$ cat config.mk
export PLATFORM = sky130hd
export DESIGN_NAME = multicycle_ctrl
export DESIGN_NICKNAME = d
export VERILOG_FILES = /design/src/rtl/multicycle_ctrl.sv
export SDC_FILE = /design/constraint.sdc
export NUM_CORES = 1
export LEC_CHECK = 0
export ABC_AREA = 1
export BUFFER_PORTS_ARGS = -buffer_cell sky130_fd_sc_hd__clkbuf_2
export CAP_MARGIN = 20
export CORE_MARGIN = 2
export CORE_UTILIZATION = 45
export DETAILED_ROUTE_END_ITERATION = 16
export PLACE_DENSITY = 0.74
export SLEW_MARGIN = 20
export SYNTH_ARGS = -nofsm -noshare
export SYNTH_HDL_FRONTEND = slang
export SYNTH_SLANG_ARGS = --single-unit
$ cat constraint.sdc
create_clock -name clk -period 1.6 [get_ports clk]
set_input_delay 0.08 -clock clk [delete_from_list [all_inputs] [get_ports clk]]
set_output_delay 0.08 -clock clk [all_outputs]
set_load 0.02 [all_outputs]
$ cat src/rtl/multicycle_ctrl.sv
// Multicycle RISC-V control FSM (lw, sw, R/I ALU, beq, jal) with a wait-stated memory handshake.
// Optional ILLEGAL_TRAP_EN: unknown opcodes lock the FSM in a trap state and raise illegal.
module multicycle_ctrl #(
  parameter int unsigned TIMEOUT = 15
) (
  input  logic       clk,
  input  logic       reset_n,
  input  logic [6:0] op,
  input  logic [2:0] funct3,
  input  logic       funct7b5,
  input  logic       Zero,
  input  logic       mem_ready,
  output logic       mem_req,
  output logic       MemWrite,
  output logic       AdrSrc,
  output logic       IRWrite,
  output logic       PCWrite,
  output logic       RegWrite,
  output logic [1:0] ResultSrc,
  output logic [1:0] ALUSrcA,
  output logic [1:0] ALUSrcB,
  output logic [2:0] ALUControl,
  output logic [1:0] ImmSrc,
  output logic       bus_err,
`ifdef ILLEGAL_TRAP_EN
  output logic       illegal,
`endif
  output logic [3:0] state_o
);

  localparam int unsigned CntW = (TIMEOUT < 2) ? 1 : $clog2(TIMEOUT + 1);
  localparam logic [CntW-1:0] CntMax = CntW'(TIMEOUT);

  localparam logic [6:0] OpLw   = 7'b0000011;
  localparam logic [6:0] OpSw   = 7'b0100011;
  localparam logic [6:0] OpR    = 7'b0110011;
  localparam logic [6:0] OpI    = 7'b0010011;
  localparam logic [6:0] OpBeq  = 7'b1100011;
  localparam logic [6:0] OpJal  = 7'b1101111;

  typedef enum logic [3:0] {
    StFetch    = 4'd0,
    StDecode   = 4'd1,
    StMemAdr   = 4'd2,
    StMemRead  = 4'd3,
    StMemWb    = 4'd4,
    StMemWrite = 4'd5,
    StExecR    = 4'd6,
    StExecI    = 4'd7,
    StAluWb    = 4'd8,
    StBeq      = 4'd9,
    StJal      = 4'd10,
    StTrap     = 4'd11
  } state_e;

  state_e          stateQ, stateD;
  logic [CntW-1:0] waitCntQ, waitCntD;
  logic            busErrQ, busErrD;
  logic            memReqRaw;
  logic [2:0]      aluDec;

  always_ff @(posedge clk or negedge reset_n) begin
    if (!reset_n) begin
      stateQ   <= StFetch;
      waitCntQ <= '0;
      busErrQ  <= 1'b0;
    end else begin
      stateQ   <= stateD;
      waitCntQ <= waitCntD;
      busErrQ  <= busErrD;
    end
  end

  // Subtract only for R-type with funct7b5; I-type addi ignores instr[30].
  always_comb begin
    aluDec = 3'b000;
    case (funct3)
      3'b000:  aluDec = (stateQ == StExecR && funct7b5) ? 3'b001 : 3'b000;
      3'b010:  aluDec = 3'b101;
      3'b110:  aluDec = 3'b011;
      3'b111:  aluDec = 3'b010;
      default: aluDec = 3'b000;
    endcase
  end

  always_comb begin
    ImmSrc = 2'b00;
    case (op)
      OpSw:    ImmSrc = 2'b01;
      OpBeq:   ImmSrc = 2'b10;
      OpJal:   ImmSrc = 2'b11;
      default: ImmSrc = 2'b00;
    endcase
  end

  always_comb begin
    stateD     = stateQ;
    waitCntD   = '0;
    busErrD    = busErrQ;
    memReqRaw  = 1'b0;
    MemWrite   = 1'b0;
    AdrSrc     = 1'b0;
    IRWrite    = 1'b0;
    PCWrite    = 1'b0;
    RegWrite   = 1'b0;
    ResultSrc  = 2'b00;
    ALUSrcA    = 2'b00;
    ALUSrcB    = 2'b00;
    ALUControl = 3'b000;
    case (stateQ)
      StFetch: begin
        memReqRaw = 1'b1;
        ALUSrcB   = 2'b10;
        ResultSrc = 2'b10;
        IRWrite   = mem_ready;
        PCWrite   = mem_ready;
        if (mem_ready) stateD = StDecode;
      end
      StDecode: begin
        ALUSrcA = 2'b01;
        ALUSrcB = 2'b01;
        case (op)
          OpLw, OpSw: stateD = StMemAdr;
          OpR:        stateD = StExecR;
          OpI:        stateD = StExecI;
          OpBeq:      stateD = StBeq;
          OpJal:      stateD = StJal;
`ifdef ILLEGAL_TRAP_EN
          default:    stateD = StTrap;
`else
          default:    stateD = StFetch;
`endif
        endcase
      end
      StMemAdr: begin
        ALUSrcA = 2'b10;
        ALUSrcB = 2'b01;
        stateD  = (op == OpSw) ? StMemWrite : StMemRead;
      end
      StMemRead: begin
        memReqRaw = 1'b1;
        AdrSrc    = 1'b1;
        if (mem_ready) stateD = StMemWb;
      end
      StMemWb: begin
        ResultSrc = 2'b01;
        RegWrite  = 1'b1;
        stateD    = StFetch;
      end
      StMemWrite: begin
        memReqRaw = 1'b1;
        MemWrite  = 1'b1;
        AdrSrc    = 1'b1;
        if (mem_ready) stateD = StFetch;
      end
      StExecR: begin
        ALUSrcA    = 2'b10;
        ALUSrcB    = 2'b00;
        ALUControl = aluDec;
        stateD     = StAluWb;
      end
      StExecI: begin
        ALUSrcA    = 2'b10;
        ALUSrcB    = 2'b01;
        ALUControl = aluDec;
        stateD     = StAluWb;
      end
      StAluWb: begin
        RegWrite = 1'b1;
        stateD   = StFetch;
      end
      StBeq: begin
        ALUSrcA    = 2'b10;
        ALUControl = 3'b001;
        PCWrite    = Zero;
        stateD     = StFetch;
      end
      StJal: begin
        ALUSrcA = 2'b01;
        ALUSrcB = 2'b10;
        PCWrite = 1'b1;
        stateD  = StAluWb;
      end
      StTrap:  stateD = StTrap;
      default: stateD = StFetch;
    endcase

    // Watchdog: a mem_ready on the limit cycle still completes normally.
    if (memReqRaw && !mem_ready) begin
      if (waitCntQ == CntMax) begin
        stateD  = StFetch;
        busErrD = 1'b1;
      end else begin
        waitCntD = waitCntQ + 1'b1;
      end
    end
  end

  // Keep the memory from seeing a request while reset is held.
  assign mem_req = memReqRaw & reset_n;
  assign bus_err = busErrQ;
  assign state_o = stateQ;
`ifdef ILLEGAL_TRAP_EN
  assign illegal = (stateQ == StTrap);
`endif

endmodule
After elaboration in Yosys (flattened, before gate mapping)
Index checks and enable logic that the tools add are counted.
- register bits after elaboration: 9
- bits in latches: 0
- memory bits (writable): 0
- memory bits (read-only): 0
- input port bits: 15
- output and inout bits: 22
- word-level logic and storage cells: 65
- memories: 0
- $add $sub $neg: 1
- $mul: 0
- div/mod/pow operators: 0
- order comparisons: 0
- equal/unequal tests: 21
- shifts and indexed selects: 0
- mux-type cells: 23
- bitwise gates (word level): 1
- reduce and logical (&&, ||, !) cells: 16
- operators with widths (kind ; count):
    $mux 4 ; 7
    $pmux 4 s7 ; 1
    $eq 4x4->1 const B ; 5
    $pmux 4 s5 ; 1
    $eq 4x3->1 const B ; 4
    $eq 7x6->1 const B ; 2
    $eq 7x7->1 const B ; 2
    $pmux 2 s2 ; 3
    $pmux 3 s4 ; 1
    $reduce_or 2->1 ; 6
    $reduce_or 3->1 ; 3
    $eq 4x2->1 const B ; 2
    $eq 7x2->1 const B ; 1
    $eq 7x5->1 const B ; 1
    $eq 3x3->1 const B ; 2
    $mux 1 ; 6
    $pmux 2 s3 ; 1
    $pmux 3 s2 ; 1
    $add 4x1->4 const B ; 1
    $eq 4x1->1 const B ; 1
    $logic_not 4->1 ; 1
    $reduce_or 4->1 ; 1
    $eq 3x2->1 const B ; 1
    $logic_not 3->1 ; 1
    other kinds (6) ; 7

Longest topological paths before layout
Gate-level depths: netlist (run 1).
- depth after elaboration: 6
- gate-level depth with buffers: 9
- gate-level depth less buffers: 9

Worst setup path before layout (run 1)
Ideal clock, no wire load.
- path type: reg-to-output
- from: register stateQ[2] (netlist: state_o[2])
- to: output ALUControl[2]
- arrival: 1.438 ns
- required time: 1.520 ns
- setup slack: 0.082 ns
- cell stages (with the launch flop): 7
- buffers on the path: 0
- cells stage by stage: dfrtp_1 -> inv_2 -> nor2_4 -> inv_2 -> nor2_1 -> nand2_1 -> nor3_1
- word-level cells in the longest chain between the ends: 3
- elaborated cells between the ends (all ways): 5
- classes of those cells: eq/ne: 3; mux: 1; reduce/logical: 1
- ends and longest elaborated chain (item ; line ; text):
    start, declared ; 56 ; state_e stateQ, stateD;
    start signal, assigned ; 64 ; stateQ <= StFetch;
    start signal, assigned ; 68 ; stateQ <= stateD;
    $eq 4x3->1 ; 110 ; case (stateQ)
    $reduce_or 2->1 (no source line) ; n/a ;
    $pmux 3 s2 * ; 110 ;
    end, declared ; 22 ; output logic [2:0] ALUControl,
Mark *: on every way between the ends. The rest lies on a longest branch, timed or not.

Worst setup path after layout (run 1)
- from: register stateQ[2] (netlist: state_o[2])
- to: output ALUSrcB[0]
- word-level cells in the longest chain between the ends: 3
- elaborated cells between the ends (all ways): 8
- classes of those cells: eq/ne: 4; mux: 1; reduce/logical: 3
- ends and longest elaborated chain (item ; line ; text):
    $eq 4x1->1 (tied with other cells) ; 110 ;
    $reduce_or 3->1 (no source line) or $reduce_or 2->1 (tied branches) ; n/a ;
    $pmux 2 s2 * ; 110 ;
    end, declared ; 21 ; output logic [1:0] ALUSrcB,
Marks and branches as above.

==> reports/metrics.csv, run 1 <==
metric;value;unit
DIE AREA;0.00206;sq mm
synth unique cells;21;
combinational share of power;62.0;%
design area;0.00107;sq mm
Power Density;1220;mW/mm^2
Final Hold Viols;0;
R2R setup slack;0.20;ns
synth warn;0;
status;completed;
gr usage total;18.8;%
largest net degree at the start of global routing;11;
crit path launch type;flop;
Post-Syn Nets;139;
worst-skew pair later-pin latency;0.26;ns
Worst EP required;1.52;ns
initial DRC count;11;
multi-input logic area;484;sq um
clock power share;13.3;%
Worst-Margin Slew;0.284;ns
first-pass GRT wire length;2950;um
Via density;4.73;
largest family of logic cells by synthesized area;simple AND/OR/NAND/NOR gates;
cell internal pwr;651;uW
skew final;0.00262;ns
Inst Count DP;175;
cell area after synthesis;771;sq um
First-pass DRT Iterations;4;
Bufs on Longest Clock Path;2;
post-synthesis xor/xnor area fraction;1.14;%
fin util;68.9;%
mean area per synthesized cell;6.27;sq um
die height;45.4;um
fin crit share;96.0;%
die width;45.4;um
Detailed Place HPWL;1540;um
Mapped Cells;123;
Psw;663;uW
adder-cell share of the synthesized area;1.62;%
total grt overflow;0;
Worst-path clk slew;0.06;ns
routability cong.;0.836;
Area Growth Syn to Fin;39.3;%
Seq cells post-synth;9;
CP endpoint kind;output pin;
share of cells above drive strength 1;42.3;%
initial antenna violation count;0;
Synth area leaders;dfrtp_1 29%, nand2_1 17%, nor2_1 9.7%;
Clock Tree Root;clkbuf_4;
hold slack;0.177;ns
Tmin final;1.54;ns
Post-Synth Simple-Gate Area;49.4;%
Max FO, Critical Path;4;
register area;226;sq um
Synth Area in Compound Gates;7.47;%
Critical Path AT;1.46;ns
Std-Cell Rows;14;
Static Leakage;0.000645;uW
DP Area;971;sq um
fillcell total;139;
Max Cap Viol;0;
Routed WL per cell;9.83;um
portion of total power attributed to sequential cells;24.7;%
# nets final;185;
total power draw;1310;uW
Seq/Total Area, Yosys;29.2;%
Finished Layout Cells;184;
CTS tree;done;
starting density of the core;49.4;%
Slew headroom;80.9;%
fmax;651;MHz
switching part of the total power;50.4;%
vias in the first global route;767;
DRC;0;
Diodes inserted;0;
core area;0.00156;sq mm
VDD IR-drop max;0.663;mV
Num Clock Sinks;9;
port bufs;36;
leading area contributor after synthesis;dfrtp_1;
Max Slew Vio Count;0;
kind of critical path;flop to output pin;
IO Count;37;
via count;871;
CTS H-tree depth;1;
TritonCTS buffer count;3;
Setup-failing EPs final;0;
top-area cell type share of the netlist area;29.2;%
mux contribution to synthesized area;0;%
final wirelength;1810;um
Hold WC Path Type;input port to flop;
Final ANT Viol Nets;0;
-- state kept, by name (all words and copies together) (netlist names) --
name      cells
state_o       4
waitCntQ      4
bus_err       1
-- layer usage --
metal	part of all wire, %	vias to the layer above	track usage (%)	routed length, um
li1	-	464	-	-
met1	45	377	23.0	807
met2	50	28	34.4	898
met3	5.1	2	3.17	92
met4	0.50	0	3.53	9
met5	0	-	0	0
-- final cells by class --
class / instances / share of cell area, %
flip-flops and latches: 9 / 21.1
repair buffers: 41 / 21.4
multi-input cells: 91 / 45.1
inverters: 23 / 8.04
well taps: 16 / 1.86
clock buffers: 4 / 2.45
-- power by group through the flow --
stage          Clock, uW  Combinational [uW]  Sequential [uW]
2_1_floorplan          0                 495              346
3_3_place_gp           0                 725              324
3_5_place_dp           0                 732              325
4_1_cts              181                 749              319
5_1_grt              185                 896              333
6_report             175                 814              325
-- what timing repair did --
action                                 4_1_cts  5_1_grt
setup endpoints to repair                    3        8
resized for setup                            2       16
buffers inserted                             3        1
pin swaps                                    1        2
hold buffers                                 1        0
endpoints found under the hold margin        9        0
-- worst max-delay path, cell delays in order (launching register included) --
cell	delay, ns
dfrtp_1	0.38
buf_4	0.15
nor2_4	0.17
inv_2	0.08
nor2_4	0.13
inv_2	0.04
o211ai_1	0.07
buf_4	0.17
-- cells by family after synthesis --
group | after synthesis
adder cells (fa/ha/maj) | 1
AND/OR/NAND/NOR | 79
flip-flops | 9
AO/OA/AOI/OAI | 10
buffers and inverters | 23
XOR/XNOR | 1
-- cells in the final DEF (no fill, tap or decap), types with 4 or more instances in the layout --
cell	netlist	routed
buf_4	0	8
nand3_1	4	4
o21ai_0	4	4
nand2_1	35	34
nor2_2	4	6
nand2_2	4	4
clkbuf_2	0	32
dfrtp_1	9	8
nor2_1	20	17
inv_2	4	6
nor2_4	3	4
inv_1	19	17
-- synth_stat cells, drive strengths merged --
cell type and instances:
dfrtp 9, nor3 4, nor2 27, nor3b 1, a21oi 2, inv 23
nand2 39, o211ai 1, o21ai 6, xor2 1, a31oi 1, ha 1
nand3b 1, nand3 7
-- metrics by stage --
stage	worst slack [ns]	setup TNS [ns]
2_1_floorplan	0.0818	0
3_3_place_gp	0.254	0
3_5_place_dp	0.236	0
4_1_cts	0.0250	0
5_1_grt	-0.00192	-0.00192
6_report	0.0648	0
-- final timing paths --
| check | from | to | depth (start not counted) |
|---|---|---|---|
| max in group asynchronous | reset_n | state_o[3] | 2 |
| setup / recovery | state_o[2] | ALUSrcB[0] | 7 |
| setup reg to reg | state_o[2] | state_o[2] | 9 |
| hold reg to reg | bus_err | bus_err | 2 |
| min in group asynchronous | reset_n | waitCntQ[2] | 2 |
| hold / removal | mem_ready | state_o[1] | 4 |
No activity file was read; power rests on OpenSTA's default activity.
==> run 2: changes to the inputs <==
- CORE_MARGIN: 2 -> 5
- GPL_TIMING_DRIVEN: not set -> 0
==> reports/metrics.csv, run 2 (synthesis results as in run 1) <==
metric;value;unit
largest net degree at the start of global routing;11;
Setup-failing EPs final;0;
gr usage total;15.8;%
fmax;634;MHz
Max Cap Viol;0;
initial DRC count;7;
share of cells above drive strength 1;42.9;%
commonest non-fill, non-tap cell in the layout;nand2_1;
Via density;4.80;
TritonCTS buffer count;3;
kind of critical path;flop to output pin;
IO Count;37;
vias in the first global route;843;
Final WS setup;0.0235;ns
Clock Tree Root;clkbuf_4;
Worst EP required;1.52;ns
Routed WL per cell;10.7;um
die width;51.4;um
port bufs;36;
via count;898;
total grt overflow;0;
Static Leakage;0.000663;uW
Area Growth Syn to Fin;45.3;%
# nets final;187;
pre-CTS setup slack;0.232;ns
Std-Cell Rows;15;
First-pass DRT Iterations;4;
Slew headroom;82.4;%
Worst-path clk slew;0.07;ns
setup TNS;0;ns
Max Slew Vio Count;0;
RSZ-0062 raised after global routing;true;
Final Hold Viols;0;
Hold WC Path Type;input port to flop;
CP endpoint kind;output pin;
fin util;67.0;%
VDD IR-drop max;0.728;mV
DIE AREA;0.00264;sq mm
DRC;0;
status;completed;
starting density of the core;46.1;%
Detailed Place HPWL;1560;um
Final ANT Viol Nets;0;
fin crit share;98.5;%
crit path launch type;flop;
worst-skew pair later-pin latency;0.27;ns
final wirelength;2010;um
core area;0.00167;sq mm
die height;51.4;um
Num Clock Sinks;9;
Worst-Margin Slew;0.262;ns
skew final;0.00397;ns
CTS H-tree depth;1;
Critical Path AT;1.50;ns
total power draw;1430;uW
Bufs on Longest Clock Path;2;
Power Density;1280;mW/mm^2
initial antenna violation count;0;
most frequent cells in the layout;33 x nand2_1, 30 x clkbuf_2, 18 x nor2_1, 18 x inv_1, 9 x buf_4;
Diodes inserted;0;
first-pass GRT wire length;3220;um
Max FO, Critical Path;5;
hold slack;0.168;ns
Tmin final;1.58;ns
CTS tree;done;
routability cong.;0.835;
[run 2: worst paths after layout]
check / start / end / slack (ns) / cells after the start
setup / recovery: state_o[2] / ALUSrcB[0] / 0.02 / 5
hold / removal: mem_ready / state_o[1] / 0.17 / 4
setup reg to reg: state_o[2] / state_o[0] / 0.10 / 10
hold reg to reg: waitCntQ[0] / waitCntQ[0] / 0.47 / 1
max in group asynchronous: reset_n / state_o[3] / 1.18 / 2
min in group asynchronous: reset_n / state_o[0] / 0.20 / 2
[run 2: metal layers]
layer	vias up	wire [um]	GRT usage [%]
met5	-	0	0
met4	0	0	2.62
met3	0	118	4.66
met2	26	1070	28.0
met1	403	823	19.0
li1	469	-	-
[run 2: layout make-up]
type | count | area, sq um
Clock buffer | 3 | 22.5
Clock inverter | 1 | 5.00
Fill cell | 157 | 551
Inverter | 23 | 86.3
Multi-Input combinational cell | 91 | 497
Sequential cell | 9 | 226
Tap cell | 17 | 21.3
Timing Repair Buffer | 43 | 262
[run 2: power by group]
group          switching (uW)  leakage, uW  internal, uW
sequential               50.9     0.000116           271
clock                    87.3    0.0000177          92.5
combinational             565     0.000530           366
total                     703     0.000663           730
[run 2: through the flow]
step	instance area [sq um]	std cells
2_1_floorplan	771	123
3_3_place_gp	972	176
3_5_place_dp	972	176
4_1_cts	1030	183
5_1_grt	1120	187
6_report	1120	187
[run 2: repair_timing]
action | 4_1_cts | 5_1_grt
setup endpoints to repair | 3 | 7
pin swaps | 1 | 4
resized for setup | 3 | 23
hold buffers | 1 | 0
cloned | 0 | 0
buffers inserted | 2 | 4
endpoints found under the hold margin | 9 | 0
[run 2: critical path, cell delays in order (launching register included)]
cell and delay [ns]:
dfrtp_1 0.40, buf_6 0.13, nor2_4 0.20, nand2_1 0.18, o211ai_1 0.14, buf_4 0.17
